File: src/rtl/blink_sequencer_pkg.sv
// blink_pkg: shared state type, index-width helper and repeat constant for blink_sequencer
package blink_pkg;
    typedef enum logic [1:0] {IDLE, RUN, FINISH} state_t;
    localparam logic [7:0] REPEAT_INFINITE = 8'd0;
    function automatic int idx_w(input int steps);
        return (steps > 1) ? $clog2(steps) : 1;
    endfunction
endpackage

File: src/rtl/blink_sequencer_if.sv
// blink_sequencer_if: start/stop/config and status bundle between scheduler and sequencer
interface blink_sequencer_if #(
    parameter int PRESCALE_W = 24,
    parameter int STEPS = 4,
    parameter int OUT_W = 3
);
    import blink_pkg::*;
    localparam int IW = idx_w(STEPS);
    logic start;
    logic stop;
    logic [PRESCALE_W-1:0] period;
    logic [7:0] repeat_count;
    logic [STEPS*OUT_W-1:0] pattern;
    logic busy;
    logic done;
    logic [IW-1:0] step_idx;
    logic [OUT_W-1:0] out;
    modport master (output start, stop, period, repeat_count, pattern, input busy, done, step_idx, out);
    modport slave (input start, stop, period, repeat_count, pattern, output busy, done, step_idx, out);
endinterface

File: src/rtl/tick_prescaler.sv
// tick_prescaler: counts enabled cycles and pulses tick on the last cycle of each period
module tick_prescaler #(
    parameter int PRESCALE_W = 24
) (
    input logic clk,
    input logic rst_n,
    input logic clear,
    input logic en,
    input logic [PRESCALE_W-1:0] period,
    output logic tick
);
    logic [PRESCALE_W-1:0] r_cnt;
    assign tick = en && (r_cnt == period - 1'b1);
    always_ff @(posedge clk) begin
        if (!rst_n || clear) r_cnt <= '0;
        else if (en) r_cnt <= tick ? '0 : r_cnt + 1'b1;
    end
endmodule

File: src/rtl/blink_sequencer.sv
// blink_sequencer: steps a latched pattern table onto pins at a programmed rate for N passes
module blink_sequencer import blink_pkg::*; #(
    parameter int PRESCALE_W = 24,
    parameter int STEPS = 4,
    parameter int OUT_W = 3
) (
    input logic clk,
    input logic rst_n,
    blink_sequencer_if.slave bus
);
    localparam int IW = idx_w(STEPS);
    state_t r_state;
    logic [PRESCALE_W-1:0] r_period;
    logic [7:0] r_repeat;
    logic [7:0] r_pass;
    logic [STEPS*OUT_W-1:0] r_pattern;
    logic [IW-1:0] r_idx;
    logic [OUT_W-1:0] r_out;
    logic r_busy;
    logic r_done;
    logic w_tick;
    logic w_last_step;
    logic w_last_pass;
    logic [IW-1:0] w_next_idx;
    assign w_last_step = r_idx == IW'(STEPS - 1);
    assign w_last_pass = (r_repeat != REPEAT_INFINITE) && (r_pass == r_repeat - 8'd1);
    assign w_next_idx = w_last_step ? '0 : r_idx + 1'b1;
    assign bus.busy = r_busy;
    assign bus.done = r_done;
    assign bus.step_idx = r_idx;
    assign bus.out = r_out;
    tick_prescaler #(.PRESCALE_W(PRESCALE_W)) u_prescaler (
        .clk(clk),
        .rst_n(rst_n),
        .clear(r_state != RUN),
        .en(r_state == RUN),
        .period(r_period),
        .tick(w_tick)
    );
    always_ff @(posedge clk) begin
        if (!rst_n) begin
            r_state <= IDLE;
            r_period <= '0;
            r_repeat <= '0;
            r_pass <= '0;
            r_pattern <= '0;
            r_idx <= '0;
            r_out <= '0;
            r_busy <= 1'b0;
            r_done <= 1'b0;
        end else begin
            r_done <= 1'b0;
            case (r_state)
                IDLE: if (bus.start) begin
                    r_period <= (bus.period == '0) ? PRESCALE_W'(1) : bus.period;
                    r_repeat <= bus.repeat_count;
                    r_pattern <= bus.pattern;
                    r_pass <= '0;
                    r_idx <= '0;
                    r_out <= bus.pattern[OUT_W-1:0];
                    r_busy <= 1'b1;
                    r_state <= RUN;
                end
                RUN: if (bus.stop) begin
                    r_state <= IDLE;
                    r_busy <= 1'b0;
                    r_out <= '0;
                    r_idx <= '0;
                end else if (w_tick) begin
                    if (w_last_step && w_last_pass) begin
                        r_state <= FINISH;
                        r_done <= 1'b1;
                        r_busy <= 1'b0;
                        r_out <= '0;
                        r_idx <= '0;
                    end else begin
                        r_idx <= w_next_idx;
                        r_out <= r_pattern[int'(w_next_idx)*OUT_W +: OUT_W];
                        if (w_last_step && r_repeat != REPEAT_INFINITE) r_pass <= r_pass + 8'd1;
                    end
                end
                default: r_state <= IDLE;
            endcase
        end
    end
endmodule

File: src/flat_wrapper.sv
// flat-port wrapper written by rule: the top's interface ports become plain ports
module blink_sequencer_flat import blink_pkg::*;
#(
    parameter int PRESCALE_W = 24,
    parameter int STEPS = 4,
    parameter int OUT_W = 3
)
  (clk, rst_n, bus_start, bus_stop, bus_period, bus_repeat_count, bus_pattern, bus_busy, bus_done, bus_step_idx, bus_out);
  blink_sequencer_if #(.PRESCALE_W(PRESCALE_W), .STEPS(STEPS), .OUT_W(OUT_W)) bus_i ();
  input logic clk;
  input logic rst_n;
  input wire logic [$bits(bus_i.start)-1:0] bus_start;
  input wire logic [$bits(bus_i.stop)-1:0] bus_stop;
  input wire logic [$bits(bus_i.period)-1:0] bus_period;
  input wire logic [$bits(bus_i.repeat_count)-1:0] bus_repeat_count;
  input wire logic [$bits(bus_i.pattern)-1:0] bus_pattern;
  output wire logic [$bits(bus_i.busy)-1:0] bus_busy;
  output wire logic [$bits(bus_i.done)-1:0] bus_done;
  output wire logic [$bits(bus_i.step_idx)-1:0] bus_step_idx;
  output wire logic [$bits(bus_i.out)-1:0] bus_out;
  assign bus_i.start = bus_start;
  assign bus_i.stop = bus_stop;
  assign bus_i.period = bus_period;
  assign bus_i.repeat_count = bus_repeat_count;
  assign bus_i.pattern = bus_pattern;
  assign bus_busy = bus_i.busy;
  assign bus_done = bus_i.done;
  assign bus_step_idx = bus_i.step_idx;
  assign bus_out = bus_i.out;
  blink_sequencer #(.PRESCALE_W(PRESCALE_W), .STEPS(STEPS), .OUT_W(OUT_W)) u_core (.clk(clk), .rst_n(rst_n), .bus(bus_i));
endmodule
File: config.mk
export PLATFORM = sky130hd
export DESIGN_NAME = blink_sequencer_flat
export DESIGN_NICKNAME = d
export VERILOG_FILES = /design/src/rtl/blink_sequencer_pkg.sv /design/src/rtl/blink_sequencer_if.sv /design/src/rtl/tick_prescaler.sv /design/src/rtl/blink_sequencer.sv /design/src/flat_wrapper.sv
export SDC_FILE = /design/constraint.sdc
export NUM_CORES = 1
export LEC_CHECK = 0
export CAP_MARGIN = 40
export CORE_ASPECT_RATIO = 1.4
export CORE_MARGIN = 4
export CORE_UTILIZATION = 25
export CTS_CLUSTER_SIZE = 10
export DETAILED_ROUTE_END_ITERATION = 10
export HOLD_SLACK_MARGIN = 0.06
export SYNTH_ARGS = -nofsm -noshare
export SYNTH_HDL_FRONTEND = slang
export SYNTH_SLANG_ARGS = --single-unit
File: constraint.sdc
create_clock -name clk -period 6.23 [get_ports clk]
set_clock_uncertainty 0.2 [all_clocks]
set_input_delay 0.9345 -clock clk [delete_from_list [all_inputs] [get_ports clk]]
set_output_delay 0.9345 -clock clk [all_outputs]
set_load 0.005 [all_outputs]
# [Word-level counts from Yosys, hierarchy flattened]
# Index checks and enable logic that the tools add are counted.
[op_classes] reduce_logical=16 n_mux=30 n_addsub=5 bitwise=3 n_mul=1 eq_ne=12 shift=1
[op_table] operator="two-way mux 24 bit" count=2
[op_table] operator="two-way mux 8 bit" count=5
[op_table] operator="indexed part select 12 x 32 -> 3 bit" count=1
[op_table] operator="adder 24 x 1 -> 24 bit (second input constant)" count=1
[op_table] operator="== test 24 bit" count=1
[op_table] operator="logical NOT 24 bit" count=1
[op_table] operator="subtractor 24 x 1 -> 24 bit (second input constant)" count=1
[op_table] operator="two-way mux 2 bit" count=9
[op_table] operator="one-hot mux 8 bit (2 select lines)" count=1
[op_table] operator="two-way mux 3 bit" count=4
[op_table] operator="adder 8 x 1 -> 8 bit (second input constant)" count=1
[op_table] operator="== test 8 bit" count=1
[op_table] operator="one-hot mux 2 bit (2 select lines)" count=2
[op_table] operator="nonzero test 8 bit" count=1
[op_table] operator="subtractor 8 x 1 -> 8 bit (second input constant)" count=1
[op_table] operator="inequality test 2 x 1 -> 1 bit (second input constant)" count=3
[op_table] operator="inequality test 2 bit (second input constant)" count=3
[op_table] operator="inequality test 3 x 2 -> 1 bit (second input constant)" count=2
[op_table] operator="one-hot mux 3 bit (2 select lines)" count=1
[op_table] operator="AND reduction 3 bit" count=2
[op_table] operator="AND reduction 6 bit" count=1
[op_table] operator="two-way mux 1 bit" count=5
[op_table] operator="logical AND 1 bit" count=4
[op_table] operator="multiplier 2 x 2 -> 4 bit (second input constant)" count=1
[op_table] operator="other kinds (12)" count=14
[word_totals] inputBits=48 wordCells=78 register_bits=85 out_inout_bits=7

# [Depth between registers and ports, before layout]
# Gate-level depths: netlist (run 1).
[logic_depth] ltp_word=8 mapped_depth=12 ltp_nobuf=11

# [By module]
# Synthesis (run 1) repeated with hierarchy kept, for this count alone.
[unflattened] hier_cells=582 area_unflattened_um2=4743.3
[modules_own_cells] mod="blink_sequencer" area_each_um2=2867.8 n_inst=1 cells_per_inst=349 seq_area_each_um2=1221.2
[modules_own_cells] mod="tick_prescaler" area_each_um2=1875.5 n_inst=1 cells_per_inst=233 seq_area_each_um2=480.5

# [Worst setup path after synthesis (run 1)]
# OpenSTA, ideal clock, no wires.
[synth_timing] kind="reg2reg" start="reg u_core.r_period[0]" end="reg u_core.r_pass[7]" arrival_ns=3.104 path_stages_with_launch=13 setup_slack_ns=2.855 required_time_ns=5.958 setup_ns=0.072 cell_sequence="dfxtp_1 inv_1 ha_1 nor4b_2 nand3_1 nor2_1 mux2_2 a31oi_1 o211ai_1 or4_4 buf_6 nor4_4 mux2i_1"
[synth_between] elab_chain_cells=5
[synth_lines] element="from (decl)" line="blink_sequencer.sv:13" text="logic [PRESCALE_W-1:0] r_period;"
[synth_lines] element="from (signal assigned)" line="blink_sequencer.sv:55" text="r_period <= (bus.period == '0) ? PRESCALE_W'(1) : bus.period;"
[synth_lines] element="subtractor 24 x 1 -> 24 bit" line="tick_prescaler.sv:13" text="assign tick = en && (r_cnt == period - 1'b1);"
[synth_lines] element="== test 24 bit" line="tick_prescaler.sv:13"
[synth_lines] element="logical AND 1 bit" line="tick_prescaler.sv:13"
[synth_lines] element="inequality test 2 x 1 -> 1 bit (no line)"
[synth_lines] element="AND reduction 6 bit (no line)"
[synth_lines] element="to (signal assigned)" line="blink_sequencer.sv:79" text="if (w_last_step && r_repeat != REPEAT_INFINITE) r_pass <= r_pass + 8'd1;"
[synth_lines] element="to (decl)" line="blink_sequencer.sv:15" text="logic [7:0] r_pass;"
# No other way between the ends.
# A chain may end at the register's enable or synchronous reset.

# [Worst setup path in the final report (run 1)]
# Same ends and word-level chain as after synthesis.

==> run_results.csv, run 1 <==
group,metric,value,unit
synth,synth.area.top_cells,"sky130_fd_sc_hd__dfxtp_1, sky130_fd_sc_hd__xnor2_1, sky130_fd_sc_hd__nand2_1",
sta,rsz0062_at_grt,"false",
cts,insertion_delay,0.34,ns
final_layout,antenna_cells_inserted,0,
synth,synthCells,560,
status,outcome,"complete, no violations",
worst_setup_path,path_delay_family,"simple AND/OR/NAND/NOR gates",
route,firstDrtPassIters,4,
synth,syn_area_per_cell,8.33,sq um
global_route,grt_antenna_before_repair,0,
final_layout,final_net_count,665,
placement,placed_cell_area,5480,sq um
synth,yosysWarningCount,0,
cts,cts.htree.levels,3,
synth,post_synth_instance_area,4670,sq um
sta,timing_worst_slew_pin_value,0.649,ns
floorplanning,core_area,18100,sq um
synth,seq_area_frac_synth,36.5,%
sta,clock.fmax,0.265,GHz
placement,io_buffer_count,54,
worst_setup_path,worst_setup_path_end_kind,"register",
floorplanning,die_w,123,um
synth,post-synth-top-area-cell,"sky130_fd_sc_hd__dfxtp_1",
cts,clock_tree.buffer_depth,2,
cts,clk_pin_slew,0.06,ns
placement,placed_cells,840,
cts,cts_buffers,9,
floorplanning,ios,55,
final_layout,syn_to_final_growth,24.4,%
synth,synth_enable_flop_cells,0,
route,postRouteAntennaNets,0,
cts,cts-hold-fix-buffers,0,
synth,yosys_most_used_dff,"sky130_fd_sc_hd__dfxtp_1",
floorplanning,die_h,170,um
power,peakVddDrop,135,uV
min_path,hold_path.class,"reg2reg",
synth,top_count_cell_post_synth,"sky130_fd_sc_hd__dfxtp_1",
floorplanning,die-area,20900,sq um
synth,synthTopCellsByCount,"sky130_fd_sc_hd__dfxtp_1, sky130_fd_sc_hd__nand2_1, sky130_fd_sc_hd__nor2_1",
run,drv.max_cap_violation_count,0,
global_route,globalRouteOverflowTotal,0,
global_route,largest_net_degree_at_the_start_of_global_routing,29,
sta,finalCriticalPeriod,3.77,ns
route,post_drt_via_cell_ratio,4.79,
placement,routabilityCongestion,0.791,
worst_setup_path,critical_path.cell_chain,"inv_1 -> ha_1 -> nor4b_2 -> nand3_1 -> nor2_1 -> mux2_2 -> a31oi_1 -> o211ai_1 -> or4_4 -> nor4_4 -> mux2i_1",
route,routed_wl,12200,um
route,routed_wire_length_per_instance,14.3,um
global_route,grtUsageTotal,12.1,%
final_layout,non_filler_cells_in_the_finished_layout,856,
sta,finalSetupViolations,0,
worst_setup_path,regToRegSetupSlack,2.46,ns
floorplanning,placement_rows,58,
synth,yosys.cell_types.count,60,
power,power_leakage,2.01,nW
placement,post_place_setup_slack,2.50,ns
sta,slew_headroom,56.7,%
floorplanning,initial_core_util,25.7,%
synth,postSynth.asyncResetShare,0,%
sta,final.setup.tns,0,ns
power,powerDensity,243,nW/um^2
global_route,grt_pass1_vias,4106,
route,post-route-drc-count,0,
cts,tritoncts,"done",
placement,hpwlAfterDp,9410,um
cts,post_cts_resized,0,
sta,timing_max_transition_violations_final,0,
route,via_count,4098,
synth,synth_seq_cells,85,
synth,netlist.area_leader.share,36.5,%
cts,post-cts-setup-buffer-count,0,
worst_setup_path,critPathMaxStageDelay,0.62,ns
sta,final_hold_viol_count,0,
worst_setup_path,startpoint_type,"register",
power,fin_total_pwr,1.41,mW
worst_setup_path,crit_type,"reg2reg",
cts,ctsRootBufferMaster,"sky130_fd_sc_hd__clkbuf_16",
worst_setup_path,critPathBufInv,1,
cts,clkSinkCount,85,
final_layout,postLayoutCellArea,5800,sq um
sta,pnr_worst_setup_slack,2.46,ns
worst_setup_path,cp_data_required_time,6.31,ns
synth,syn_nets,614,
global_route,grt_pass1_wl,20200,um
worst_setup_path,cell_with_the_biggest_individual_delay_on_the_critical_path,"sky130_fd_sc_hd__or4_4",
route,drt_iter0_markers,167,
worst_setup_path,worst-path-max-fanout,10,
final_layout,drive_gt1_share,7.63,%
worst_setup_path,worst-endpoint-arrival,3.85,ns
sta,final_critical_path_share_of_the_clock_period,60.6,%
[logic make-up after synthesis]
group	Yosys count	share of synthesized area [%]
buffers and inverters	38	3.83
AND/OR/NAND/NOR	256	28.5
adder cells (fa/ha/maj)	6	1.61
multiplexers	11	3.22
XOR/XNOR	62	11.6
AO/OA/AOI/OAI	102	14.8
flip-flops	85	36.5
[per-stage QoR]
stage                     util, %  hold slack, ns
after CTS                    32.0           0.253
after global placement       29.9           0.243
final                        32.0           0.252
after detailed placement     30.2           0.245
after global routing         32.0           0.281
after floorplan                 -           0.233
[worst reg2reg max path: stages (launching register included)]
cell and delay [ns]:
sky130_fd_sc_hd__dfxtp_1 0.35, sky130_fd_sc_hd__inv_1 0.07, sky130_fd_sc_hd__ha_1 0.27, sky130_fd_sc_hd__nor4b_2 0.45, sky130_fd_sc_hd__nand3_1 0.24, sky130_fd_sc_hd__nor2_1 0.26
sky130_fd_sc_hd__mux2_2 0.37, sky130_fd_sc_hd__a31oi_1 0.29, sky130_fd_sc_hd__o211ai_1 0.15, sky130_fd_sc_hd__or4_4 0.62, sky130_fd_sc_hd__nor4_4 0.25, sky130_fd_sc_hd__mux2i_1 0.19
[power by group]
part           internal (mW)  switching [mW]
sequential             0.565          0.0260
combinational          0.113           0.117
clock                  0.363           0.223
[sequential cells by signal, summed over array words and instances, names as in the netlist]
| name | flops |
|---|---|
| u_core.bus.busy | 1 |
| u_core.bus.done | 1 |
| u_core.bus.out | 3 |
| u_core.bus.step_idx | 2 |
| u_core.r_pass | 8 |
| u_core.r_pattern | 12 |
| u_core.r_period | 24 |
| u_core.r_repeat | 8 |
| u_core.r_state | 2 |
| u_core.u_prescaler.r_cnt | 24 |
[final timing paths]
kind,from,end,cells past startpoint
max,u_core.r_period[0]$_SDFFE_PN0P_,u_core.r_pass[7]$_SDFFE_PN0P_,11
min,u_core.r_pattern[6]$_SDFFE_PN0P_,u_core.r_pattern[6]$_SDFFE_PN0P_,2
max reg2reg,u_core.r_period[0]$_SDFFE_PN0P_,u_core.r_pass[7]$_SDFFE_PN0P_,11
min reg2reg,u_core.r_pattern[6]$_SDFFE_PN0P_,u_core.r_pattern[6]$_SDFFE_PN0P_,2
[cell type report]
class                      instances  area, sq um
clock buffer                      11          243
clock inverter                     5         83.8
inverter                          15         56.3
fill                            1950        12300
tap                              240          300
timing repair buffer              63          631
multi-input combinational        437         2790
sequential                        85         1700
[per-layer routing]
metal	wire length [um]	share of wire, %	track usage [%]	vias up
met5	0	0	0	-
met4	274	2.2	5.40	0
met3	401	3.3	1.47	19
met2	6540	53	22.5	76
met1	5020	41	13.4	1908
li1	-	-	-	2095
[layout by cell type (no fill, tap or decap), types with 7 or more instances in the layout]
cell,instances
sky130_fd_sc_hd__dfxtp_1,85
sky130_fd_sc_hd__nand2_1,82
sky130_fd_sc_hd__nor2_1,57
sky130_fd_sc_hd__clkdlybuf4s50_1,54
sky130_fd_sc_hd__xnor2_1,41
sky130_fd_sc_hd__a21oi_1,38
sky130_fd_sc_hd__xor2_1,21
sky130_fd_sc_hd__nand3_1,21
sky130_fd_sc_hd__a22o_1,20
sky130_fd_sc_hd__inv_1,14
sky130_fd_sc_hd__nor4_1,14
sky130_fd_sc_hd__o21ai_0,14
sky130_fd_sc_hd__nor3_1,13
sky130_fd_sc_hd__and3_1,9
sky130_fd_sc_hd__clkbuf_16,9
sky130_fd_sc_hd__nand4_1,7
sky130_fd_sc_hd__or3_1,7
Note: power is estimated with default switching activity, not from simulation.
==> run 2: changes to the inputs <==
==> constraint.sdc (replaced) <==
create_clock -name clk -period 3.6 [get_ports clk]
set_clock_uncertainty 0.2 [all_clocks]
set_input_delay 0.54 -clock clk [delete_from_list [all_inputs] [get_ports clk]]
set_output_delay 0.54 -clock clk [all_outputs]
set_load 0.005 [all_outputs]
==> run 2 against run 1 <==
  * Sequential share of layout area fell by 0.40 points
  * Critical endpoint unchanged
  * Routed wire length is 4.0% higher
  * Global-route usage increased by 0.34 points
  * Via count is 2.6% higher
  * Sequential cell count unchanged
  * Highest routed layer unchanged
  * Non-clock buffer count up 13
  * Sequential power increased by 73%
==> run_results.csv, run 2 (synthesis gave the netlist of run 1 again) <==
group,metric,value,unit
global_route,globalRouteOverflowTotal,0,
placement,placed_cell_area,5560,sq um
sta,rsz0062_at_grt,"false",
min_path,hold_path.class,"reg2reg",
cts,ctsRootBufferMaster,"sky130_fd_sc_hd__clkbuf_16",
final_layout,final_core_utilization,32.4,%
global_route,grt_pass1_wl,20400,um
final_layout,n_fill_cell,1943,
sta,timing_max_transition_violations_final,0,
sta,finalSetupViolations,0,
worst_setup_path,critPathBufInv,1,
worst_setup_path,reg2reg_to,"u_core.r_pass[7]$_SDFFE_PN0P_",
sta,final.setup.tns,0,ns
cts,insertion_delay,0.34,ns
final_layout,layout.cells.most_common_list,"sky130_fd_sc_hd__dfxtp_1, sky130_fd_sc_hd__nand2_1, sky130_fd_sc_hd__nor2_1, sky130_fd_sc_hd__clkdlybuf4s50_1, sky130_fd_sc_hd__xnor2_1",
status,outcome,"complete, no violations",
route,postRouteAntennaNets,0,
worst_setup_path,cp_data_required_time,3.67,ns
sta,clock.fmax,0.294,GHz
route,drt_iter0_markers,186,
floorplanning,initial_core_util,25.7,%
route,post-route-drc-count,0,
final_layout,postLayoutCellArea,5880,sq um
placement,hpwlAfterDp,9700,um
final_layout,non_filler_cells_in_the_finished_layout,869,
power,powerDensity,413,nW/um^2
final_layout,top_regs,"u_core.r_period: 24 flops, u_core.u_prescaler.r_cnt: 24 flops, u_core.r_pattern: 12 flops",
worst_setup_path,cp-startpoint,"u_core.r_period[1]$_SDFFE_PN0P_",
power,power_report.internal_total,1.79,mW
sta,final_hold_viol_count,0,
power,power_leakage,2.08,nW
power,sw_frac_of_total,26.2,%
worst_setup_path,worst_setup_path_end_kind,"register",
final_layout,final_common_cell,"sky130_fd_sc_hd__dfxtp_1",
sta,final_critical_path_share_of_the_clock_period,94.5,%
final_layout,final_net_count,678,
placement,io_buffer_count,54,
final_layout,antenna_cells_inserted,0,
worst_setup_path,worst-endpoint-arrival,3.48,ns
placement,placed_cells,853,
worst_setup_path,worst-path-max-fanout,10,
cts,clkSinkCount,85,
power,peakVddDrop,232,uV
run,drv.max_cap_violation_count,0,
power,combinationalPowerShare,17.4,%
worst_setup_path,worstRegToRegCells,10,
route,via_count,4204,
min_path,min_path_cells,2,
floorplanning,die_w,123,um
min_path,min_delay_worst_endpoint,"u_core.r_pattern[5]$_SDFFE_PN0P_",
sta,slew_headroom,55.8,%
worst_setup_path,critical_path.cell_chain,"inv_1 -> ha_1 -> or4b_4 -> o311a_1 -> o31ai_2 -> nor4b_2 -> nand2_1 -> or4_4 -> nor4_4 -> mux2i_1",
floorplanning,die-area,20900,sq um
final_layout,syn_to_final_growth,26.1,%
worst_setup_path,regToRegSetupSlack,0.20,ns
route,routed_wl,12700,um
route,routed_wire_length_per_instance,14.6,um
power,net-switching-power,0.636,mW
floorplanning,core_area,18100,sq um
route,post_drt_via_cell_ratio,4.84,
sta,timing_worst_slew_pin_value,0.660,ns
cts,clock_tree.buffer_depth,2,
worst_setup_path,startpoint_type,"register",
worst_setup_path,path_delay_family,"simple AND/OR/NAND/NOR gates",
cts,cts.htree.levels,3,
floorplanning,placement_rows,58,
global_route,grt_pass1_vias,3985,
cts,post-cts-setup-buffer-count,0,
sta,finalCriticalPeriod,3.40,ns
cts,tritoncts,"done",
sta,post_route_worst_hold_slack,0.253,ns
worst_setup_path,cell_with_the_biggest_individual_delay_on_the_critical_path,"sky130_fd_sc_hd__or4_4",
power,clock_power_share,40.7,%
route,firstDrtPassIters,5,
global_route,grtUsageTotal,12.4,%
placement,routabilityCongestion,0.860,
global_route,grt_antenna_before_repair,0,
floorplanning,ios,55,
floorplanning,die_h,170,um
global_route,largest_net_degree_at_the_start_of_global_routing,35,
worst_setup_path,critPathMaxStageDelay,0.62,ns
worst_setup_path,r2r_start,"u_core.r_period[1]$_SDFFE_PN0P_",
min_path,worst_hold_startpoint,"u_core.r_pattern[5]$_SDFFE_PN0P_",
worst_setup_path,crit_type,"reg2reg",
cts,cts-hold-fix-buffers,0,
cts,clk_pin_slew,0.06,ns
final_layout,drive_gt1_share,9.70,%
cts,cts_buffers,9,
power,sequentialPowerShare,41.9,%
[run 2: cell count changes in the layout (fill, tap and decap cells not counted), sizes merged]
cell,change
buf,+13
clkbuf,-1
clkinv,+3
clkinvlp,-2
[run 2: worst max path at each step]
stage	to	slack [ns]	depth (start not counted)
after floorplan	u_core.r_pass[7]$_SDFFE_PN0P_	0.22	12
after global placement	u_core.r_pass[7]$_SDFFE_PN0P_	0.25	10
after detailed placement	u_core.r_pass[7]$_SDFFE_PN0P_	0.17	10
after CTS	u_core.r_pass[7]$_SDFFE_PN0P_	0.17	10
after global routing	u_core.r_pass[7]$_SDFFE_PN0P_	0.02	10
final	u_core.r_pass[7]$_SDFFE_PN0P_	0.20	10
[run 2: what timing repair did]
item,4_1_cts,5_1_grt
endpoints found under the hold margin,0,0
resized for setup,0,1
endpoints found under the setup margin,0,1
[run 2: per-stage QoR]
step / setup WS, ns / power [mW]
floorplan: 0.225 / 1.30
global placement: 0.247 / 1.46
detailed placement: 0.168 / 1.46
CTS: 0.169 / 2.46
global route: 0.0183 / 2.54
finish: 0.198 / 2.43
[run 2: power groups by stage]
stage | logic (mW) | clock network, mW | registers [mW]
2_1_floorplan | 0.270 | 0 | 1.03
3_3_place_gp | 0.421 | 0 | 1.04
3_5_place_dp | 0.421 | 0 | 1.04
4_1_cts | 0.425 | 1.01 | 1.02
5_1_grt | 0.466 | 1.05 | 1.02
6_report | 0.423 | 0.990 | 1.02
[run 2: area by class of cell]
| cell class | count | area [sq um] | area share, % |
|---|---|---|---|
| Sequential cell | 85 | 1700 | 28.9 |
| Inverter | 15 | 56.3 | 0.957 |
| Timing Repair Buffer | 76 | 718 | 12.2 |
| Multi-Input combinational cell | 437 | 2790 | 47.4 |
| Clock inverter | 6 | 87.6 | 1.49 |
| Clock buffer | 10 | 229 | 3.89 |
| Tap cell | 240 | 300 | 5.10 |
[run 2: metal layers]
layer  part of all wire (%)  vias to the layer above  GRT usage, %
met4                    2.1                        0          4.19
li1                       -                     2129             -
met2                     54                      111          23.1
met1                     40                     1948          13.8
met3                    4.6                       16          2.57
met5                      0                        -             0
[run 2: worst reg2reg max path, cell delays in order (launching register included)]
cell and delay (ns):
sky130_fd_sc_hd__dfxtp_1 0.33, sky130_fd_sc_hd__inv_1 0.06, sky130_fd_sc_hd__ha_1 0.16, sky130_fd_sc_hd__or4b_4 0.48, sky130_fd_sc_hd__o311a_1 0.38, sky130_fd_sc_hd__o31ai_2 0.33
sky130_fd_sc_hd__nor4b_2 0.25, sky130_fd_sc_hd__nand2_1 0.09, sky130_fd_sc_hd__or4_4 0.62, sky130_fd_sc_hd__nor4_4 0.25, sky130_fd_sc_hd__mux2i_1 0.19
==> run 3: changes to the inputs <==
--- a/config.mk
+++ b/config.mk
@@ -8,10 +8,12 @@
 export CAP_MARGIN = 40
 export CORE_ASPECT_RATIO = 1.4
 export CORE_MARGIN = 4
-export CORE_UTILIZATION = 25
+export CORE_UTILIZATION = 56
 export CTS_CLUSTER_SIZE = 10
 export DETAILED_ROUTE_END_ITERATION = 10
 export HOLD_SLACK_MARGIN = 0.06
+export PLACE_DENSITY = 0.8
+export SLEW_MARGIN = 30
 export SYNTH_ARGS = -nofsm -noshare
 export SYNTH_HDL_FRONTEND = slang
 export SYNTH_SLANG_ARGS = --single-unit
==> run 3 against run 2 <==
  * Final cell count decreased by 16%
  * Global-route usage increased by 13 points
  * Largest power group unchanged
  * Sequential power about the same
  * Critical path type unchanged
  * Die area decreased by 53%
==> run_results.csv, run 3 (synthesis gave the netlist of run 1 again) <==
group,metric,value,unit
final_layout,postLayoutCellArea,5640,sq um
sta,finalSetupViolations,0,
cts,cts_buffers,9,
global_route,largest_net_degree_at_the_start_of_global_routing,29,
global_route,globalRouteOverflowTotal,0,
cts,clk_pin_slew,0.06,ns
final_layout,layout.cells.most_common_list,"sky130_fd_sc_hd__dfxtp_1, sky130_fd_sc_hd__nand2_1, sky130_fd_sc_hd__nor2_1, sky130_fd_sc_hd__clkdlybuf4s50_1, sky130_fd_sc_hd__xnor2_1",
sta,final_critical_path_share_of_the_clock_period,95.0,%
worst_setup_path,cp_data_required_time,3.67,ns
sta,clock.fmax,0.292,GHz
worst_setup_path,r2r_start,"u_core.r_period[0]$_SDFFE_PN0P_",
cts,clock_tree.buffer_depth,2,
worst_setup_path,worst_setup_path_end_kind,"register",
sta,post_route_worst_hold_slack,0.253,ns
final_layout,drive_gt1_share,9.12,%
final_layout,syn_to_final_growth,21.0,%
route,routed_wl,11800,um
sta,final.setup.tns,0,ns
final_layout,final_net_count,675,
cts,clkSinkCount,85,
worst_setup_path,regToRegSetupSlack,0.18,ns
route,via_count,4344,
min_path,hold_path.class,"reg2reg",
final_layout,top_regs,"u_core.r_period: 24 flops, u_core.u_prescaler.r_cnt: 24 flops, u_core.r_pattern: 12 flops",
power,powerDensity,402,nW/um^2
floorplanning,ios,55,
final_layout,final_core_utilization,69.3,%
floorplanning,die_w,85.1,um
final_layout,non_filler_cells_in_the_finished_layout,727,
route,postRouteAntennaNets,0,
worst_setup_path,startpoint_type,"register",
sta,finalCriticalPeriod,3.42,ns
min_path,min_path_cells,2,
route,routed_wire_length_per_instance,16.2,um
power,peakVddDrop,299,uV
global_route,grtUsageTotal,25.1,%
global_route,grt_pass1_vias,4308,
worst_setup_path,worstRegToRegCells,10,
global_route,grt_pass1_wl,19800,um
cts,ctsRootBufferMaster,"sky130_fd_sc_hd__clkbuf_16",
worst_setup_path,cp-startpoint,"u_core.r_period[0]$_SDFFE_PN0P_",
placement,placed_cell_area,5330,sq um
floorplanning,die-area,9880,sq um
cts,tritoncts,"done",
worst_setup_path,critPathCapture,"u_core.r_pass[7]$_SDFFE_PN0P_",
sta,slew_headroom,60.4,%
placement,placed_cells,709,
global_route,grt_antenna_before_repair,0,
final_layout,final_common_cell,"sky130_fd_sc_hd__dfxtp_1",
floorplanning,die_h,116,um
placement,routabilityCongestion,0.938,
run,drv.max_cap_violation_count,0,
sta,timing_worst_slew_pin_value,0.589,ns
route,post-route-drc-count,0,
route,post_drt_via_cell_ratio,5.98,
floorplanning,initial_core_util,57.3,%
floorplanning,placement_rows,39,
sta,final_hold_viol_count,0,
placement,io_buffer_count,54,
min_path,worst_hold_startpoint,"u_core.r_pattern[6]$_SDFFE_PN0P_",
placement,hpwlAfterDp,8910,um
worst_setup_path,worst-endpoint-arrival,3.49,ns
cts,cts-hold-fix-buffers,0,
worst_setup_path,worst-path-max-fanout,10,
floorplanning,core_area,8150,sq um
final_layout,antenna_cells_inserted,0,
status,outcome,"complete, no violations",
route,drt_iter0_markers,298,
power,power_leakage,2.04,nW
final_layout,n_fill_cell,630,
sta,rsz0062_at_grt,"false",
cts,insertion_delay,0.34,ns
worst_setup_path,reg2reg_to,"u_core.r_pass[7]$_SDFFE_PN0P_",
worst_setup_path,crit_type,"reg2reg",
sta,timing_max_transition_violations_final,0,
route,firstDrtPassIters,5,
cts,cts.htree.levels,3,
[run 3: area by class of cell]
cell class                      count  area [sq um]  share of cell area (%)
Inverter                           15          56.3                   0.998
Tap cell                          102           128                    2.26
Sequential cell                    85          1700                    30.1
Clock inverter                      4          26.3                   0.466
Timing Repair Buffer               73           683                    12.1
Multi-Input combinational cell    437          2820                    49.9
Clock buffer                       11           233                    4.12
[run 3: timing repair]
| action | in CTS | in global routing |
|---|---|---|
| setup endpoints to repair | 0 | 6 |
| gates resized for setup | 0 | 6 |
| setup buffers | 0 | 3 |
| endpoints found under the hold margin | 0 | 0 |
[run 3: worst min-delay path by stage]
stage                                       end
3_5_place_dp   u_core.r_pattern[6]$_SDFFE_PN0P_
4_1_cts        u_core.r_pattern[6]$_SDFFE_PN0P_
2_1_floorplan  u_core.r_pattern[6]$_SDFFE_PN0P_
6_report       u_core.r_pattern[6]$_SDFFE_PN0P_
5_1_grt        u_core.r_pattern[0]$_SDFFE_PN0P_
3_3_place_gp   u_core.r_pattern[2]$_SDFFE_PN0P_
[run 3: worst max-delay path, cell delays in order, from the launching register on]
cell and delay, ns:
sky130_fd_sc_hd__dfxtp_1 0.35, sky130_fd_sc_hd__inv_1 0.08, sky130_fd_sc_hd__ha_1 0.19, sky130_fd_sc_hd__or4b_4 0.49, sky130_fd_sc_hd__o311a_1 0.40, sky130_fd_sc_hd__o31ai_4 0.26
sky130_fd_sc_hd__nor4b_2 0.24, sky130_fd_sc_hd__nand2_1 0.09, sky130_fd_sc_hd__or4_4 0.58, sky130_fd_sc_hd__nor4_4 0.26, sky130_fd_sc_hd__mux2i_1 0.21
[run 3: per-layer routing]
metal | up-vias | GRT usage, % | routed length (um)
li1 | 2117 | - | -
met1 | 2055 | 26.1 | 4510
met2 | 135 | 45.8 | 6270
met3 | 37 | 4.84 | 497
met4 | 0 | 15.7 | 502
met5 | - | 0 | 0
[run 3: per-stage QoR]
step                      total power, mW  setup WS (ns)
after floorplan                      1.30          0.225
after global placement               1.43          0.289
after detailed placement             1.44          0.126
after CTS                            2.26         0.0845
after global routing                 2.35        0.00226
final                                2.27          0.180
[run 3: where the power goes]
group          internal (mW)  total, mW  switching, mW  leakage [nW]
clock network          0.462      0.822          0.360         0.125
registers              0.978       1.02         0.0446         0.693
logic                  0.211      0.422          0.211          1.22
==> edit 1 (settings of run 3) <==
Encoding of `state_t`: now one-hot (3 bits for 3 states).
--- a/src/rtl/blink_sequencer_pkg.sv
+++ b/src/rtl/blink_sequencer_pkg.sv
@@ -1,6 +1,6 @@
 // blink_pkg: shared state type, index-width helper and repeat constant for blink_sequencer
 package blink_pkg;
-    typedef enum logic [1:0] {IDLE, RUN, FINISH} state_t;
+    typedef enum logic [2:0] {IDLE = 3'b001, RUN = 3'b010, FINISH = 3'b100} state_t;
     localparam logic [7:0] REPEAT_INFINITE = 8'd0;
     function automatic int idx_w(input int steps);
         return (steps > 1) ? $clog2(steps) : 1;
Check against the original RTL: same outputs for any inputs over 10 cycles, from zero or initial values and one cycle with rst_n low; not proved beyond that.
==> edit 1 against run 3 <==
- final area is 2.5% higher
- wire length is 2.5% higher
- total power is 10% higher
- global-route usage is 0.093 points lower
- critical path depth is 2 lower
- worst setup slack worse by 0.057 ns
- combinational power is 5.9% higher
- sequential cell count is 1 higher
- cell count is 0.28% higher
- sequential share of layout area is 0.40 points lower
- area after synthesis is 0.19% higher
- critical path type unchanged
- highest routed layer unchanged
==> edit 1: results (changes against run 3) <==
worst vdd ir=0.0003127 V (+4.6%); reg2reg path depth=8 (-2); effective utilization at floorplan=57.36% (+0.11 points); Arr. time, crit path=3.55 ns (+0.06 ns); Largest regs=u_core.r_period (24), u_core.u_prescaler.r_cnt (24), u_core.r_pattern (12); Gate power share=17.9% (-0.7 points); Detailed Place HPWL=8995 um (+0.98%); Switching Fraction=26.63% (-0.54 points); placed inst area=0.005385 mm2 (+1.0%); Netlist cell types=63 (+5.0%); worst hold path class=flip-flop to flip-flop; P_sw=664.0 uW (+7.8%); # resized after CTS=1 (+1); initial antenna violation count=0 (unchanged); FF-to-FF setup slack=0.12 ns (-0.06 ns); final global-route overflow total=0 (unchanged); Pleak=2.069 nW (+1.4%); largest cells by area after synthesis=dfxtp_1, nand2_1, xnor2_1, xor2_1, nor2_1; post-synth net total=614 (unchanged); Vias per Instance=6.112 (+2.3%); first-pass GRT wire length=19880 um (+0.56%); largest net degree at the start of global routing=30 (+3.4%); WL final=12080 um (+2.5%); fin nets=676 (+0.15%); Clock Tree Buf Depth=2 (unchanged); DR vias=4456 (+2.6%); worst hold path endpoint=u_core.r_pattern[8]; final hold slack=0.2576 ns (+0.004433 ns); Worst Hold Launch=u_core.r_pattern[8]; status=finished, final reports clean; slowest CP cell=or4_1; CP peak stage delay=0.54 ns (-0.04 ns); 1st-iter DRT viols=331 (+11%); Worst-Skew Late Latency=0.34 ns (about the same); layout cells sized above 1=10.21% (+1.1 points); placed insts=711 (+0.28%); Post-Place Worst Slack=-0.05759 ns (-0.1833 ns); drt first pass iters=6 (+1); post-synthesis sequential area ratio=36.83% (+0.36 points); worst-margin pin slew=0.7493 ns (+0.1600 ns); vias in the first global route=4430 (+2.8%); worst reg2reg path startpoint=u_core.r_period[2]; filler cell count in the final layout=601 (-4.6%); Final GP Congestion=0.9026 (-3.8%); GRT Overall Usage=24.99% (-0.093 points); clk pwr=1.02 mW (+24%); clock buffer count from CTS=9 (unchanged); Root Buffer=clkbuf_16; top cell types by occurrence after synthesis=dfxtp_1, nand2_1, nor2_1
[edit 1: changes by cell type after synthesis, moves of 4 or more]
cell	change
nand3_1	+4
xor2_1	+8
a21oi_1	-4
and3_1	+4
xnor2_1	-12
mux2i_1	-6
nand2b_1	-5
nor2_1	-9
nor3b_1	+5
a22oi_1	+6
nand2_1	-5
or4_1	+7
[edit 1: metal layers]
layer / GRT usage [%] / vias up / part of all wire [%]
met5: 0 / - / 0
met4: 12.99 / 0 / 3.9
met3: 5.222 / 49 / 5.3
met2: 46.16 / 181 / 52
met1: 26.55 / 2072 / 39
li1: - / 2154 / -
[edit 1: area by class of cell]
cell class                      count  area (um2)  share of cell area [%]
Clock inverter                      6       92.59                   1.600
Tap cell                          102       127.6                   2.205
Multi-Input combinational cell    433        2844                   49.15
Timing Repair Buffer               75       698.2                   12.06
Clock buffer                       10       239.0                   4.130
Inverter                           17       63.81                   1.103
Sequential cell                    86        1722                   29.75
[edit 1: how the worst max path moves through the flow]
stage                     slack [ns]                to  depth (start not counted)
after floorplan                 0.45  u_core.r_pass[3]                         11
after global placement          0.17  u_core.r_pass[3]                         10
after global routing           -0.03  u_core.r_pass[7]                          8
after CTS                       0.04  u_core.r_pass[0]                         11
final                           0.12  u_core.r_pass[7]                          8
after detailed placement       -0.06  u_core.r_pass[5]                         10
[edit 1: logic make-up (layout without fill, tap and decap cells)]
family          count (synthesis)  in the layout  share of synthesized area, %
buf+inv                        42            108                         3.828
mux                             4              4                         1.686
compound gates                115            116                         17.18
xor+xnor                       59             59                         11.35
flops                          86             86                         36.83
fa+ha+maj                       6              6                         1.606
simple gates                  248            248                         27.52
[edit 1: worst max-delay path: cells and delay by family (launching register included)]
kind / cells / cell delay (ns)
and+or+nand+nor: 4 / 1.73
AOI/OAI and AO/OA: 4 / 1.08
DFF: 1 / 0.40
==> edit 2 (settings of run 3) <==
Without the edit above. `PRESCALE_W` is set to 24 in 4 places; all go to 20.
--- a/src/rtl/blink_sequencer_if.sv
+++ b/src/rtl/blink_sequencer_if.sv
@@ -1,6 +1,6 @@
 // blink_sequencer_if: start/stop/config and status bundle between scheduler and sequencer
 interface blink_sequencer_if #(
-    parameter int PRESCALE_W = 24,
+    parameter int PRESCALE_W = 20,
     parameter int STEPS = 4,
     parameter int OUT_W = 3
 );
--- a/src/rtl/tick_prescaler.sv
+++ b/src/rtl/tick_prescaler.sv
@@ -1,6 +1,6 @@
 // tick_prescaler: counts enabled cycles and pulses tick on the last cycle of each period
 module tick_prescaler #(
-    parameter int PRESCALE_W = 24
+    parameter int PRESCALE_W = 20
 ) (
     input logic clk,
     input logic rst_n,
--- a/src/rtl/blink_sequencer.sv
+++ b/src/rtl/blink_sequencer.sv
@@ -1,6 +1,6 @@
 // blink_sequencer: steps a latched pattern table onto pins at a programmed rate for N passes
 module blink_sequencer import blink_pkg::*; #(
-    parameter int PRESCALE_W = 24,
+    parameter int PRESCALE_W = 20,
     parameter int STEPS = 4,
     parameter int OUT_W = 3
 ) (
--- a/src/flat_wrapper.sv
+++ b/src/flat_wrapper.sv
@@ -1,7 +1,7 @@
 // flat-port wrapper written by rule: the top's interface ports become plain ports
 module blink_sequencer_flat import blink_pkg::*;
 #(
-    parameter int PRESCALE_W = 24,
+    parameter int PRESCALE_W = 20,
     parameter int STEPS = 4,
     parameter int OUT_W = 3
 )
Interface: changed (resized bus_period); port bits go from 55 to 51. The function was not compared with the original's and may differ.
==> edit 2 against run 3 <==
- total power down 7.1%
- area after synthesis decreased by 12%
- count of clock-buffer cells in the layout decreased by 1
- wire length is 11% lower
- core utilization grew 2.9 points
- sequential cell count shrank 8
- final area shrank 10%
- worst setup slack got worse by 0.025 ns
- critical endpoint is now u_core.r_pass[4]
==> edit 2: results (changes against run 3) <==
status=finished, final reports clean; H-tree Lvls=3 (unchanged); worst vdd ir=0.0002903 V (-2.9%); Detailed Place HPWL=7736 um (-13%); largest net degree at the start of global routing=32 (+10%); Async SR Flop Fraction=0% (unchanged); ant diodes=0 (unchanged); FF-to-FF setup slack=0.16 ns (-0.03 ns); post-synthesis sequential area ratio=37.73% (+1.3 points); Crit Path Max Fanout=4 (-6); IO Port Bufs=50 (-7.4%); worst hold path class=flip-flop to flip-flop; Root Buffer=clkbuf_8; initial antenna violation count=0 (unchanged); Non-Filler Instances=655 (-9.9%); DR WL/cell=15.98 um (-1.3%); Worst-Skew Late Latency=0.37 ns (+0.03 ns); Final min period=3.445 ns (+0.02513 ns); total of warnings raised by yosys=0 (unchanged); Post-Place Worst Slack=0.07327 ns (-0.05244 ns); 1st-iter DRT viols=233 (-22%); Final GP Congestion=0.9823 (+4.7%); DR vias=3905 (-10%); largest cells by area after synthesis=dfxtp_1, nand2_1, xnor2_1, a21oi_1, xor2_1; Largest regs=u_core.r_period (20), u_core.u_prescaler.r_cnt (20), u_core.r_pattern (12); Clock Tree Buf Depth=2 (unchanged); clock buffer count from CTS=9 (unchanged); placed inst area=0.004767 mm2 (-11%); reg2reg path depth=12 (+2); layout cells sized above 1=11.25% (+2.1 points); first-pass GRT wire length=16930 um (-14%); post-synth net total=543 (-12%); Gate Count Post-Synth=493 (-12%); Arr. time, crit path=3.54 ns (+0.05 ns); clock slew seen by the registers of the worst setup and hold paths=0.08 ns (+0.02 ns); CP Class=flip-flop to flip-flop; filler cell count in the final layout=580 (-7.9%); CP startpoint=u_core.r_period[1]; Netlist cell types=61 (+1.7%); R2R Path End=u_core.r_pass[4]; fin nets=605 (-10%); GRT Overall Usage=25.00% (-0.090 points); top cell types by occurrence after synthesis=dfxtp_1, nand2_1, nor2_1; Main synth FF type=dfxtp_1; Rel. slew slack=25.59% (-35 points); placed insts=637 (-10%); Pleak=1.877 nW (-8.0%); drt first pass iters=5 (unchanged)
## edit 2: changes by cell type after synthesis, moves of 4 or more
cell | before | now
nor2_1 | 58 | 44
inv_1 | 14 | 10
nand2_1 | 82 | 77
buf_6 | 4 | 0
xnor2_1 | 41 | 30
a22o_1 | 20 | 12
dfxtp_1 | 85 | 77
## edit 2: cells by family (layout without fill, tap and decap cells)
group	Yosys count	in the layout	share of synthesized area, %
AO/OA/AOI/OAI	100	100	16.23
XOR/XNOR	51	51	11.27
adder cells (fa/ha/maj)	6	6	1.838
buffers and inverters	31	98	2.971
flip-flops	77	77	37.73
multiplexers	8	8	2.940
AND/OR/NAND/NOR	220	220	27.01
## edit 2: worst min-delay path by stage
| stage | cells past startpoint | slack, ns | endpoint | from |
|---|---|---|---|---|
| floorplan | 2 | 0.23 | u_core.r_pattern[6] | u_core.r_pattern[6] |
| global placement | 2 | 0.24 | u_core.r_pattern[2] | u_core.r_pattern[2] |
| detailed placement | 2 | 0.24 | u_core.r_pattern[11] | u_core.r_pattern[11] |
| CTS | 2 | 0.26 | u_core.r_pattern[11] | u_core.r_pattern[11] |
| global route | 2 | 0.29 | u_core.r_pattern[3] | u_core.r_pattern[3] |
| finish | 2 | 0.25 | u_core.r_pattern[11] | u_core.r_pattern[11] |
## edit 2: layer usage
| layer | global-route usage (%) | up-vias | routed length (um) |
|---|---|---|---|
| met2 | 45.50 | 146 | 5350 |
| met5 | 0 | - | 0 |
| met3 | 4.793 | 46 | 588 |
| met1 | 25.73 | 1822 | 4020 |
| met4 | 15.82 | 0 | 510 |
| li1 | - | 1891 | - |
## edit 2: worst max-delay path, stage by stage, from the launching register on
cell and delay (ns):
dfxtp_1 0.34, inv_1 0.08, ha_2 0.20, or3b_2 0.50, nor4_1 0.41, buf_4 0.20, mux2i_1 0.09, a31o_2 0.27
nor4_4 0.27, nand3_2 0.15, buf_4 0.17, or3_1 0.34, a21oi_1 0.16
## edit 2: report_power, final
group          internal, mW  leakage, nW  switching [mW]
sequential            0.885        0.628          0.0311
clock                 0.478        0.119           0.332
combinational         0.185         1.13           0.195
total                  1.55         1.88           0.558
## edit 2: final cells by class
cell class	count	area [um2]	area share [%]
multi-input combinational	385	2466	48.61
sequential	77	1541	30.38
timing repair buffer	71	658.1	12.97
clock buffer	10	137.6	2.713
tap	95	118.9	2.343
clock inverter	6	110.1	2.170
inverter	11	41.29	0.8138
## edit 2: what timing repair did
item                       4_1_cts  5_1_grt
setup endpoints to repair        0        6
gates resized for setup          0        7
setup buffers                    0        2
## edit 2: metrics by stage
stage | hold slack (ns) | total power [mW]
6_report | 0.2541 | 2.106
5_1_grt | 0.2866 | 2.188
4_1_cts | 0.2557 | 2.106
3_5_place_dp | 0.2442 | 1.305
3_3_place_gp | 0.2389 | 1.294
2_1_floorplan | 0.2331 | 1.164
